**config.mk**
```make
export PLATFORM = sky130hd
export DESIGN_NAME = csr_bus_initiator
export DESIGN_NICKNAME = d
export VERILOG_FILES = /design/src/rtl/csr_bus_initiator.sv
export SDC_FILE = /design/constraint.sdc
export NUM_CORES = 1
export LEC_CHECK = 0
export ABC_AREA = 0
export ABC_CLOCK_PERIOD_IN_PS = 3400
export CAP_MARGIN = 0
export CORE_ASPECT_RATIO = 0.8
export CORE_MARGIN = 2
export CORE_UTILIZATION = 44
export CTS_CLUSTER_DIAMETER = 150
export DETAILED_ROUTE_END_ITERATION = 8
export PLACE_DENSITY = 0.94
export SLEW_MARGIN = 10
export SYNTH_ARGS = -nofsm -noshare
export SYNTH_HDL_FRONTEND = slang
export SYNTH_SLANG_ARGS = --single-unit
```
**constraint.sdc**
```tcl
create_clock -name i_clk -period 3.4 [get_ports i_clk]
set_input_delay 0.68 -clock i_clk [delete_from_list [all_inputs] [get_ports i_clk]]
set_output_delay 0.68 -clock i_clk [all_outputs]
set_load 0.03 [all_outputs]
```
**src/rtl/csr_bus_initiator.sv**
```systemverilog
// Single-outstanding CSR bus initiator: turns a valid/ready command into a one-cycle
// access request, waits for the matching ack (or times out) and holds the response until taken.
module csr_bus_initiator #(
    parameter int WORD_BIT_WIDTH      = 32,
    parameter int BYTE_ADDR_BIT_WIDTH = 8,
    parameter int TIMEOUT_CYCLES      = 16
) (
    input  logic                           i_clk,
    input  logic                           i_async_rst_n,
    input  logic                           i_cmd_valid,
    output logic                           o_cmd_ready,
    input  logic                           i_cmd_is_wr,
    input  logic [BYTE_ADDR_BIT_WIDTH-1:0] i_cmd_byte_addr,
    input  logic [WORD_BIT_WIDTH-1:0]      i_cmd_wr_data,
    input  logic [WORD_BIT_WIDTH-1:0]      i_cmd_wr_bit_en,
    output logic                           o_rsp_valid,
    input  logic                           i_rsp_ready,
    output logic [WORD_BIT_WIDTH-1:0]      o_rsp_rd_data,
    output logic                           o_rsp_err,
    output logic                           o_acc_req,
    output logic                           o_acc_req_is_wr,
    output logic [BYTE_ADDR_BIT_WIDTH-1:0] o_byte_addr,
    output logic [WORD_BIT_WIDTH-1:0]      o_wr_data,
    output logic [WORD_BIT_WIDTH-1:0]      o_wr_bit_en,
    input  logic                           i_rd_ack,
    input  logic [WORD_BIT_WIDTH-1:0]      i_rd_data,
    input  logic                           i_wr_ack
);

    localparam int CNT_W = $clog2(TIMEOUT_CYCLES + 1);
    localparam logic [CNT_W-1:0] LAST_WAIT = CNT_W'(TIMEOUT_CYCLES - 1);

    generate
        if (WORD_BIT_WIDTH < 8 || (WORD_BIT_WIDTH & (WORD_BIT_WIDTH - 1)) != 0) begin : g_bad_word
            $error("csr_bus_initiator: WORD_BIT_WIDTH must be a power of 2 and >= 8");
        end
        if (BYTE_ADDR_BIT_WIDTH < 1) begin : g_bad_addr
            $error("csr_bus_initiator: BYTE_ADDR_BIT_WIDTH must be >= 1");
        end
        if (TIMEOUT_CYCLES < 1) begin : g_bad_timeout
            $error("csr_bus_initiator: TIMEOUT_CYCLES must be >= 1");
        end
    endgenerate

    typedef enum logic [1:0] {
        IDLE,
        REQ,
        WAIT,
        RSP
    } state_t;

    state_t           state;
    logic [CNT_W-1:0] wait_cnt;
    logic             ack_match;

    // The ack line that counts depends on the held command type; the other one is ignored.
    assign ack_match = o_acc_req_is_wr ? i_wr_ack : i_rd_ack;

    // NOTE: all state and outputs here are flops, so every assignment is non-blocking;
    // later assignments in the same cycle override earlier defaults without ordering hazards.
    always_ff @(posedge i_clk or negedge i_async_rst_n) begin
        if (!i_async_rst_n) begin
            state           <= IDLE;
            wait_cnt        <= '0;
            o_cmd_ready     <= 1'b0;
            o_acc_req       <= 1'b0;
            o_acc_req_is_wr <= 1'b0;
            o_byte_addr     <= '0;
            o_wr_data       <= '0;
            o_wr_bit_en     <= '0;
            o_rsp_valid     <= 1'b0;
            o_rsp_err       <= 1'b0;
            o_rsp_rd_data   <= '0;
        end else begin
            o_acc_req <= 1'b0;
            case (state)
                IDLE: begin
                    o_cmd_ready <= 1'b1;
                    if (i_cmd_valid && o_cmd_ready) begin
                        o_cmd_ready     <= 1'b0;
                        o_acc_req       <= 1'b1;
                        o_acc_req_is_wr <= i_cmd_is_wr;
                        o_byte_addr     <= i_cmd_byte_addr;
                        o_wr_data       <= i_cmd_wr_data;
                        o_wr_bit_en     <= i_cmd_wr_bit_en;
                        wait_cnt        <= '0;
                        state           <= REQ;
                    end
                end
                REQ, WAIT: begin
                    if (ack_match) begin
                        state         <= RSP;
                        o_rsp_valid   <= 1'b1;
                        o_rsp_err     <= 1'b0;
                        o_rsp_rd_data <= o_acc_req_is_wr ? '0 : i_rd_data;
                    end else if (state == REQ) begin
                        state <= WAIT;
                    end else if (wait_cnt == LAST_WAIT) begin
                        // Last permitted WAIT cycle passed without a matching ack.
                        state         <= RSP;
                        o_rsp_valid   <= 1'b1;
                        o_rsp_err     <= 1'b1;
                        o_rsp_rd_data <= '0;
                    end else begin
                        wait_cnt <= wait_cnt + 1'b1;
                    end
                end
                RSP: begin
                    if (i_rsp_ready) begin
                        o_rsp_valid <= 1'b0;
                        o_cmd_ready <= 1'b1;
                        state       <= IDLE;
                    end
                end
                default: begin
                    state <= IDLE;
                end
            endcase
        end
    end

endmodule

```
## After elaboration in Yosys (flattened, before gate mapping)

Index checks and enable logic that the tools add are counted.

| word-level totals | value |
|---|---|
| register bits after elaboration | 116 |
| bits of input ports | 111 |
| memory bits (read-only) | 0 |
| RAM bits | 0 |
| word-level logic and storage cells | 65 |
| bits in latches | 0 |
| memories | 0 |

| operators by class | value |
|---|---|
| order comparisons | 0 |
| shift-type cells | 0 |
| add/sub/neg operators | 1 |
| eq/ne operators | 13 |
| multiplexer cells | 27 |
| reductions and logical operators | 13 |
| multiply operators | 0 |
| bitwise operators | 0 |
| divide/modulo/power cells | 0 |

Operators with widths:

| cell | number |
|---|---|
| $mux 32 | 4 |
| $mux 5 | 4 |
| $ne 2x2->1 const B | 6 |
| $mux 1 | 10 |
| $mux 2 | 5 |
| $pmux 5 s2 | 1 |
| $reduce_bool 2->1 | 4 |
| $ne 3x3->1 const B | 2 |
| $pmux 2 s3 | 1 |
| $reduce_and 3->1 | 2 |
| $add 5x1->5 const B | 1 |
| $eq 5x4->1 const B | 1 |
| $reduce_and 5->1 | 1 |
| $eq 2x2->1 const B | 2 |
| $ne 4x4->1 const B | 1 |
| $pmux 1 s2 | 2 |
| $reduce_and 2->1 | 2 |
| $reduce_and 4->1 | 1 |
| $eq 2x1->1 const B | 1 |
| $logic_not 2->1 | 1 |
| $reduce_or 2->1 | 1 |
| $logic_and 1x1->1 | 1 |

## Logic depth before layout (Yosys ltp)

Gate-level depths: netlist of run 1.

| logic depth | value |
|---|---|
| depth after elaboration | 5 |
| depth in mapped cells | 8 |

## Worst setup path before layout of run 1

Ideal clock, no wire load.

| timing path | value |
|---|---|
| path type | input -> register |
| start point | input port i_rd_ack |
| end point | register wait_cnt[3] |
| buffers on the path | 0 |
| stages | 4 |
| data required time | 3.334 ns |
| setup slack | 1.558 ns |
| data arrival time | 1.776 ns |
| cells stage by stage | mux2_4 -> or2_4 -> or4_1 -> nand2_1 |

| on the way | value |
|---|---|
| cells in the longest elaborated chain, start to end | 3 |

Ends and longest elaborated chain:

| item | RTL line | text |
|---|---|---|
| from (decl) | 25 | `input logic i_rd_ack,` |
| $mux 1 | 57 | `assign ack_match = o_acc_req_is_wr ? i_wr_ack : i_rd_ack;` |
| $ne 2x2->1 (no source line) | - |  |
| $reduce_and 5->1 (no source line) | - |  |
| to (signal assigned) | 105 | `wait_cnt <= wait_cnt + 1'b1;` |
| to (decl) | 53 | `logic [CNT_W-1:0] wait_cnt;` |

Every way passes these cells.
A chain may end at the register's enable or synchronous reset.

## Worst setup path after layout of run 1

| timing path | value |
|---|---|
| start point | register o_acc_req_is_wr |
| end point | output port o_acc_req_is_wr |

RTL lines:

| item | RTL line | text |
|---|---|---|
| from (decl) | 21 | `output logic o_acc_req_is_wr,` |
| from (signal assigned) | 82 | `o_acc_req_is_wr <= i_cmd_is_wr;` |

No word-level cell between the ends.

==> flow_summary.toml, run 1 <==
[status]
status = "completed"

[global_routing]
grt-ovfl-total = 0
grt_pass1_wl_mm = 20.2
busiest_layer = "met2"
met2_usage_pct = 40.1
grt.total_usage_pct = 23.1
antenna_found_initial = 1
met3_usage_pct = 8.19
grt_max_degree = 64
grt_pass1_vias = 3879
use_met1_pct = 26.6

[drt]
wl_mm = 12.9
remaining_drc_errors = 0
first_iter_violations = 173
first_pass_iters = 4
vias_per_cell = 5.02
num_vias = 3693
wire_per_inst_um = 17.5
ant_nets = 0

[floorplanning]
die_h_um = 95.5
rows = 33
ios = 220
coreArea_mm2 = 0.0102
die_x_um = 118
dieArea_mm2 = 0.0113
start_util_pct = 45.1

[clock_tree]
cts_made_buffers = 17
holdBufCountCts = 0
clockBufferDepth = 2
clkSinkCount = 116
cts_resized = 0
htree_levels = 4
post_cts_buffers = 0
clk_latency_ns = 0.39
cts_tree = "yes"
path_clk_slew_ns = 0.05
clock-root-buffer = "clkbuf_16"

[pwr]
power.density_mw_per_mm2 = 1090
p_leak_nw = 3.34
ir_drop_mv = 0.755

[synthesis]
synthAdderAreaFrac_pct = 1.63
synth_ff_type = "dfrtp_1"
yosys-top-cells-area = "dfrtp_1 63%, mux2_2 18%, nand2_1 5.5%"
syn_avg_cell_area_um2 = 12.8
synth_xor_xnor_area_share_pct = 0
yosysTopAreaCell = "dfrtp_1"
synth_commonest_cells = "116 x dfrtp_1, 75 x mux2_2, 68 x nand2_1"
synth_compound_area_share_pct = 2.96
yosysMostFrequentCell = "dfrtp_1"
synth.area.mux_share_pct = 18.9
ys_ff_latch = 116
synth_cell_type_count = 33
ys_seq_area_share_pct = 63.1
synth_fp_nets = 477
yosys.area_share.simple_pct = 11.0
syn_area_mm2 = 0.00460
synth_edf_count = 0
synthArstFlopShare_pct = 100
synthCells = 360
synth_top_area_share_pct = 63.1
synth_top_family_by_area = "multiplexers"
synth.yosys.warnings = 0

[placed_design]
gp_congestion = 0.763
dp_slack_ns = 0.912
port_buffers = 219
dp_hpwl_mm = 9.31
dpl_cell_area_mm2 = 0.00693
dp_cells = 704

[timing]
finalHoldViolCount = 0
skew_ns = 0.00497
grt_setup_unrepaired = "false"
period_needed_ns = 2.21
fin_ws_ns = 1.19
maxSlewHeadroom_pct = 47.2
fmax_mhz = 453
tns_ns = 0
setup_viol = 0
layout_worst_path_cycle_share_pct = 64.9
hold_ws_ns = 0.367
tightestPinTransition_ns = 0.791
finalMaxSlewViolations = 0

[setup_path]
r2r-start = "state[0]"
cp_max_fo = 4
r2r-end = "wait_cnt[0]"
reg2regPathDepth = 7
worstPathArrival_ns = 1.53
cp-end-kind = "primary output"
cp_cell_sequence = "clkdlybuf4s50_1"
critical_path.top_delay_family = "buffers and inverters"
crit_path_start_kind = "flop"
required_ns = 2.72
slowest_delay_ns = 0.70
crit_slowest_cell = "clkdlybuf4s50_1"
worst-setup-path-type = "flop to primary output"
ff2ff_setup_slack_ns = 1.33
path_buf_inv = 1

[run]
maxCapViolCount = 0

[worst_hold_path]
min_path_type = "input port to asynchronous set/reset pin"

[layout]
nFillCells = 671
finalNetCount = 700
drive_above_1_share_pct = 19.8
fin_cells = 735
area_growth_pct = 63.2
n_antenna_cell = 0
final_area_mm2 = 0.00751
## cell usage in the layout (no fill, tap or decap), drive strengths merged, types with 2 or more instances in the layout
| cell type | netlist | final |
|---|---|---|
| buf | 12 | 6 |
| bufinv | 0 | 2 |
| nand3 | 34 | 34 |
| clkdlybuf4s50 | 0 | 218 |
| a22o | 2 | 2 |
| dfrtp | 116 | 116 |
| clkinv | 0 | 5 |
| inv | 6 | 6 |
| o21ai | 7 | 7 |
| nor3 | 2 | 2 |
| nand2 | 68 | 68 |
| clkbuf | 8 | 22 |
| clkinvlp | 0 | 2 |
| nor2 | 3 | 3 |
| ha | 6 | 6 |
| a21oi | 2 | 2 |
| mux2 | 76 | 76 |
| a21o | 3 | 3 |
## worst max-delay path by stage
| stage | cells past startpoint | slack, ns | startpoint | end |
|---|---|---|---|---|
| detailed placement | 5 | 0.91 | i_cmd_valid | o_wr_data[30] |
| CTS | 1 | 1.16 | o_acc_req_is_wr | o_acc_req_is_wr |
| finish | 1 | 1.19 | o_acc_req_is_wr | o_acc_req_is_wr |
| global route | 1 | 1.14 | o_acc_req_is_wr | o_acc_req_is_wr |
| global placement | 5 | 0.99 | i_cmd_valid | o_wr_data[5] |
| floorplan | 4 | 1.56 | i_rd_ack | wait_cnt[3] |
## layout make-up
| cell class | count | area, um2 | share of cell area [%] |
|---|---|---|---|
| inverters | 6 | 22.5 | 0.300 |
| multi-input cells | 218 | 1590 | 21.2 |
| well taps | 140 | 175 | 2.33 |
| clock inverters | 9 | 104 | 1.38 |
| flip-flops and latches | 116 | 2900 | 38.7 |
| clock buffers | 22 | 474 | 6.31 |
| repair buffers | 224 | 2240 | 29.8 |
## sequential cells by signal (all words and copies together), names as in the netlist
register         flops
o_acc_req_is_wr      1
o_rsp_valid          1
o_wr_bit_en         32
wait_cnt             5
o_cmd_ready          1
o_wr_data           32
o_acc_req            1
o_rsp_err            1
state                2
o_byte_addr          8
o_rsp_rd_data       32
## metal layers
layer	vias up	share of wire, %
li1	1674	-
met1	1814	38
met2	174	52
met3	29	7.7
met4	2	2.1
met5	-	0.093
## metrics by stage
step	utilization, %	total power, W
2_1_floorplan	-	0.00473
3_3_place_gp	68.0	0.00633
3_5_place_dp	68.0	0.00651
4_1_cts	73.6	0.00825
5_1_grt	73.6	0.00859
6_report	73.6	0.00819
## power breakdown
| group | switching (W) | leakage, nW | internal [W] |
|---|---|---|---|
| logic | 0.00229 | 1.63 | 0.00177 |
| clock network | 0.000581 | 0.282 | 0.00113 |
| registers | 0.000380 | 1.43 | 0.00204 |
| total | 0.00325 | 3.34 | 0.00494 |
## kinds of logic after synthesis
family          after synthesis
simple gates                115
flops                       116
mux                          77
fa+ha+maj                     6
buf+inv                      26
compound gates               20
(Power assumes the default switching activity.)
==> inputs of run 2 (changes only) <==
--- a/config.mk
+++ b/config.mk
@@ -6,14 +6,14 @@
 export NUM_CORES = 1
 export LEC_CHECK = 0
 export ABC_AREA = 0
-export ABC_CLOCK_PERIOD_IN_PS = 3400
+export ABC_CLOCK_PERIOD_IN_PS = 2170
 export CAP_MARGIN = 0
 export CORE_ASPECT_RATIO = 0.8
 export CORE_MARGIN = 2
-export CORE_UTILIZATION = 44
+export CORE_UTILIZATION = 41
 export CTS_CLUSTER_DIAMETER = 150
 export DETAILED_ROUTE_END_ITERATION = 8
-export PLACE_DENSITY = 0.94
+export PLACE_DENSITY = 0.89
 export SLEW_MARGIN = 10
 export SYNTH_ARGS = -nofsm -noshare
 export SYNTH_HDL_FRONTEND = slang
==> constraint.sdc (replaced) <==
create_clock -name i_clk -period 2.17 [get_ports i_clk]
set_input_delay 0.434 -clock i_clk [delete_from_list [all_inputs] [get_ports i_clk]]
set_output_delay 0.434 -clock i_clk [all_outputs]
set_load 0.03 [all_outputs]
==> flow_summary.toml, run 2 (synthesis results as in run 1) <==
[placed_design]
dp_cells = 711
dpl_cell_area_mm2 = 0.00701
gp_congestion = 0.755
port_buffers = 219
dp_hpwl_mm = 8.76

[timing]
layout_worst_path_cycle_share_pct = 91.3
setup_viol = 0
tightestPinTransition_ns = 0.569
grt_setup_unrepaired = "false"
tns_ns = 0
finalHoldViolCount = 0
skew_ns = 0.00948
period_needed_ns = 1.98
maxSlewHeadroom_pct = 62.1
finalMaxSlewViolations = 0
fmax_mhz = 505

[pwr]
ir_drop_mv = 1.12
p_int_w = 0.00782
p_clk_share_pct = 21.3
p_seq_share_pct = 29.0
p_leak_nw = 3.38
switching_share_pct = 39.6
pwr-share-comb_pct = 49.6
p_sw_w = 0.00513
power.density_mw_per_mm2 = 1700

[drt]
num_vias = 3663
first_iter_violations = 144
remaining_drc_errors = 0
vias_per_cell = 4.92
ant_nets = 0
wire_per_inst_um = 16.3
first_pass_iters = 4
wl_mm = 12.2

[clock_tree]
path_clk_slew_ns = 0.06
clkSinkCount = 116
htree_levels = 4
post_cts_buffers = 0
cts_resized = 0
clockBufferDepth = 2
cts_made_buffers = 17
clock-root-buffer = "clkbuf_16"
cts_tree = "yes"
clk_latency_ns = 0.40

[floorplanning]
rows = 34
die_x_um = 122
start_util_pct = 42.3
die_h_um = 98.8
coreArea_mm2 = 0.0109
dieArea_mm2 = 0.0121
ios = 220

[status]
status = "completed"

[layout]
fin_cells = 744
reg_top3 = "o_rsp_rd_data x32, o_wr_bit_en x32, o_wr_data x32"
final_area_mm2 = 0.00761
area_growth_pct = 65.4
mostFrequentLayoutCells = "218 x clkdlybuf4s50_1, 116 x dfrtp_1, 75 x mux2_2"
n_antenna_cell = 0
layout_commonest_cell = "clkdlybuf4s50_1"
nFillCells = 751
drive_above_1_share_pct = 20.7
finalNetCount = 704

[setup_path]
reg2regPathDepth = 7
required_ns = 2.47
cp_max_fo = 5
worstPathArrival_ns = 2.28
cp-end-kind = "flop"
worst-setup-path-type = "flop to flop"
crit_path_start_kind = "flop"

[global_routing]
grt-ovfl-total = 0
grt_pass1_wl_mm = 19.1
grt.total_usage_pct = 20.6
grt_max_degree = 45
met3_usage_pct = 7.99
grt_pass1_vias = 3837
busiest_layer = "met2"
antenna_found_initial = 0
met2_usage_pct = 33.5
use_met1_pct = 25.0

[worst_hold_path]
min_path_type = "flop to flop"
hold_depth = 2

[run]
maxCapViolCount = 0
## run 2: cell count changes in the layout (fill, tap and decap cells not counted)
cell / delta
buf_12: +4
dlygate4sd3_1: +1
clkinvlp_4: +2
clkbuf_1: -2
inv_6: +2
clkinv_4: -1
buf_4: -1
## run 2: final timing paths
check | from | to | slack [ns]
max in group asynchronous | i_async_rst_n | o_byte_addr[2] | 1.03
min in group asynchronous | i_async_rst_n | o_wr_bit_en[21] | 0.53
hold reg to reg | o_rsp_rd_data[17] | o_rsp_rd_data[17] | 0.46
setup / recovery | wait_cnt[0] | o_rsp_valid | 0.19
hold / removal | o_rsp_rd_data[17] | o_rsp_rd_data[17] | 0.46
setup reg to reg | wait_cnt[0] | o_rsp_valid | 0.19
## run 2: per-stage QoR
| step | total power [W] | worst slack, ns | hold slack (ns) | util (%) |
|---|---|---|---|---|
| global route | 0.0136 | 0.0867 | 0.493 | 69.9 |
| finish | 0.0129 | 0.189 | 0.463 | 69.9 |
| floorplan | 0.00742 | 0.339 | 0.138 | - |
| CTS | 0.0131 | 0.170 | 0.467 | 69.9 |
| global placement | 0.0100 | 0.0786 | 0.415 | 64.4 |
| detailed placement | 0.0102 | 0.0124 | 0.420 | 64.4 |
## run 2: worst max-delay path, cell delays in order (launching register included)
cell	delay, ns
dfrtp_1	0.40
ha_1	0.23
and3_1	0.15
ha_1	0.23
nor2b_1	0.18
nor2_1	0.12
mux2_2	0.35
a22o_1	0.22
## run 2: layout make-up
class,count,area [um2],share of cell area (%)
Multi-Input combinational cell,218,1590,20.9
Clock buffer,20,467,6.13
Inverter,6,22.5,0.296
Tap cell,144,180,2.37
Sequential cell,116,2900,38.1
Clock inverter,12,128,1.68
Timing Repair Buffer,228,2320,30.5
## run 2: power by group through the flow
stage | registers, W | clock network, W | logic [W]
after floorplan | 0.00565 | 0 | 0.00177
after global placement | 0.00372 | 0 | 0.00629
after detailed placement | 0.00379 | 0 | 0.00645
after CTS | 0.00377 | 0.00281 | 0.00649
after global routing | 0.00389 | 0.00293 | 0.00682
final | 0.00376 | 0.00276 | 0.00643
## run 2: routing by layer
metal	vias to the layer above	part of all wire [%]	wire length, um
met1	1797	41	4960
met4	0	1.0	127
li1	1688	-	-
met5	-	0	0
met3	11	9.3	1130
met2	167	49	5940
## run 2: what timing repair did
action | 4_1_cts | 5_1_grt
setup endpoints to repair | 0 | 0
endpoints found under the hold margin | 31 | 0
hold buffers | 1 | 0
==> inputs of run 3 (changes only) <==
--- a/config.mk
+++ b/config.mk
@@ -9,7 +9,6 @@
 export ABC_CLOCK_PERIOD_IN_PS = 2170
 export CAP_MARGIN = 0
 export CORE_ASPECT_RATIO = 0.8
-export CORE_MARGIN = 2
 export CORE_UTILIZATION = 41
 export CTS_CLUSTER_DIAMETER = 150
 export DETAILED_ROUTE_END_ITERATION = 8
==> flow_summary.toml, run 3 (synthesis results as in run 1) <==
[setup_path]
critical_path.top_delay_family = "adder cells"
path_buf_inv = 0
r2r-end = "o_rsp_valid"
worstPathArrival_ns = 2.28
worst-setup-path-type = "flop to flop"
crit_top_cell = "ha_1"
ff2ff_setup_slack_ns = 0.18
cp-end-kind = "flop"
crit_path_start_kind = "flop"
reg2regPathDepth = 7
slowest_delay_ns = 0.40
cp_cell_sequence = "ha_1, and3_1, ha_1, nor2b_1, nor2_1, mux2_2, a22o_1"
crit_slowest_cell = "dfrtp_1"
r2r-start = "wait_cnt[0]"
cp_max_fo = 5
required_ns = 2.46

[placed_design]
gp_congestion = 0.782
port_buffers = 219
dp_hpwl_mm = 8.49

[timing]
tns_ns = 0
skew_ns = 0.00681
layout_worst_path_cycle_share_pct = 91.7
period_needed_ns = 1.99
grt_setup_unrepaired = "false"
finalHoldViolCount = 0
finalMaxSlewViolations = 0
setup_viol = 0
fmax_mhz = 502
tightestPinTransition_ns = 0.626
maxSlewHeadroom_pct = 58.3

[floorplanning]
dieArea_mm2 = 0.0117
die_h_um = 96.8
rows = 34
start_util_pct = 42.3
coreArea_mm2 = 0.0109
die_x_um = 120
ios = 220

[layout]
reg_top3 = "o_rsp_rd_data x32, o_wr_bit_en x32, o_wr_data x32"
drive_above_1_share_pct = 20.6
layout_commonest_cell = "clkdlybuf4s50_1"
mostFrequentLayoutCells = "218 x clkdlybuf4s50_1, 116 x dfrtp_1, 75 x mux2_2"
n_antenna_cell = 0
nFillCells = 758
finalNetCount = 702
area_growth_pct = 66.3

[drt]
vias_per_cell = 4.92
ant_nets = 0
wl_mm = 12.2
first_pass_iters = 4
num_vias = 3650
wire_per_inst_um = 16.5
remaining_drc_errors = 0
first_iter_violations = 114

[clock_tree]
clockBufferDepth = 2
cts_resized = 0
clk_latency_ns = 0.40
clkSinkCount = 116
post_cts_buffers = 0
cts_tree = "yes"
clock-root-buffer = "clkbuf_16"
cts_made_buffers = 17
htree_levels = 4
path_clk_slew_ns = 0.05
holdBufCountCts = 0

[pwr]
ir_drop_mv = 0.950
p_leak_nw = 3.40
finalPower_w = 0.0134
power.density_mw_per_mm2 = 1750

[worst_hold_path]
min_path_type = "input port to asynchronous set/reset pin"

[run]
maxCapViolCount = 0

[global_routing]
grt.total_usage_pct = 21.8
antenna_found_initial = 0
grt_pass1_vias = 3918
grt-ovfl-total = 0
grt_pass1_wl_mm = 19.5
grt_max_degree = 117

[status]
status = "completed"
-- run 3: cell types whose count changed in the layout (fill, tap and decap cells not counted), sizes merged --
cell	delta
bufinv	+4
dlygate4sd3	-1
clkinv	+1
clkbuf	-3
clkinvlp	-2
buf	-1
-- run 3: worst max-delay path by stage --
stage                start           to  slack [ns]  depth (start not counted)
6_report       wait_cnt[0]  o_rsp_valid        0.18                          7
5_1_grt        wait_cnt[0]  o_rsp_valid         0.1                          7
4_1_cts        wait_cnt[0]  o_rsp_valid        0.18                          7
3_5_place_dp      i_rd_ack  wait_cnt[3]        0.09                          5
3_3_place_gp      i_rd_ack  wait_cnt[3]        0.10                          5
2_1_floorplan  wait_cnt[0]  o_rsp_valid        0.34                          7
-- run 3: through the flow --
step                      utilization (%)  hold slack, ns  cell area, um2  worst slack (ns)  std cells
after floorplan                         -           0.138            4600             0.339        360
after global placement               64.1           0.449            6980             0.103        710
after detailed placement             64.1           0.454            6980            0.0901        710
after CTS                            70.3           0.148            7650             0.178        742
after global routing                 70.3           0.153            7650            0.0953        742
final                                70.3          0.0999            7650             0.179        742
-- run 3: routing by layer --
layer / vias to the layer above / track usage [%] / wire length, um
met3: 19 / 9.49 / 1180
li1: 1682 / - / -
met1: 1780 / 23.9 / 4680
met2: 169 / 37.3 / 6150
met4: 0 / 7.88 / 201
met5: - / 0 / 0
-- run 3: where the power goes --
group | internal [W] | leakage, nW | switching, W
clock | 0.00216 | 0.324 | 0.00102
combinational | 0.00284 | 1.65 | 0.00360
sequential | 0.00320 | 1.43 | 0.000552
total | 0.00820 | 3.40 | 0.00518
-- run 3: area by class of cell --
| class | count | area [um2] | area share (%) |
|---|---|---|---|
| repair buffers | 226 | 2280 | 29.8 |
| flip-flops and latches | 116 | 2900 | 37.9 |
| multi-input cells | 218 | 1590 | 20.8 |
| inverters | 6 | 22.5 | 0.294 |
| clock inverters | 15 | 253 | 3.30 |
| clock buffers | 17 | 425 | 5.56 |
| well taps | 144 | 180 | 2.35 |
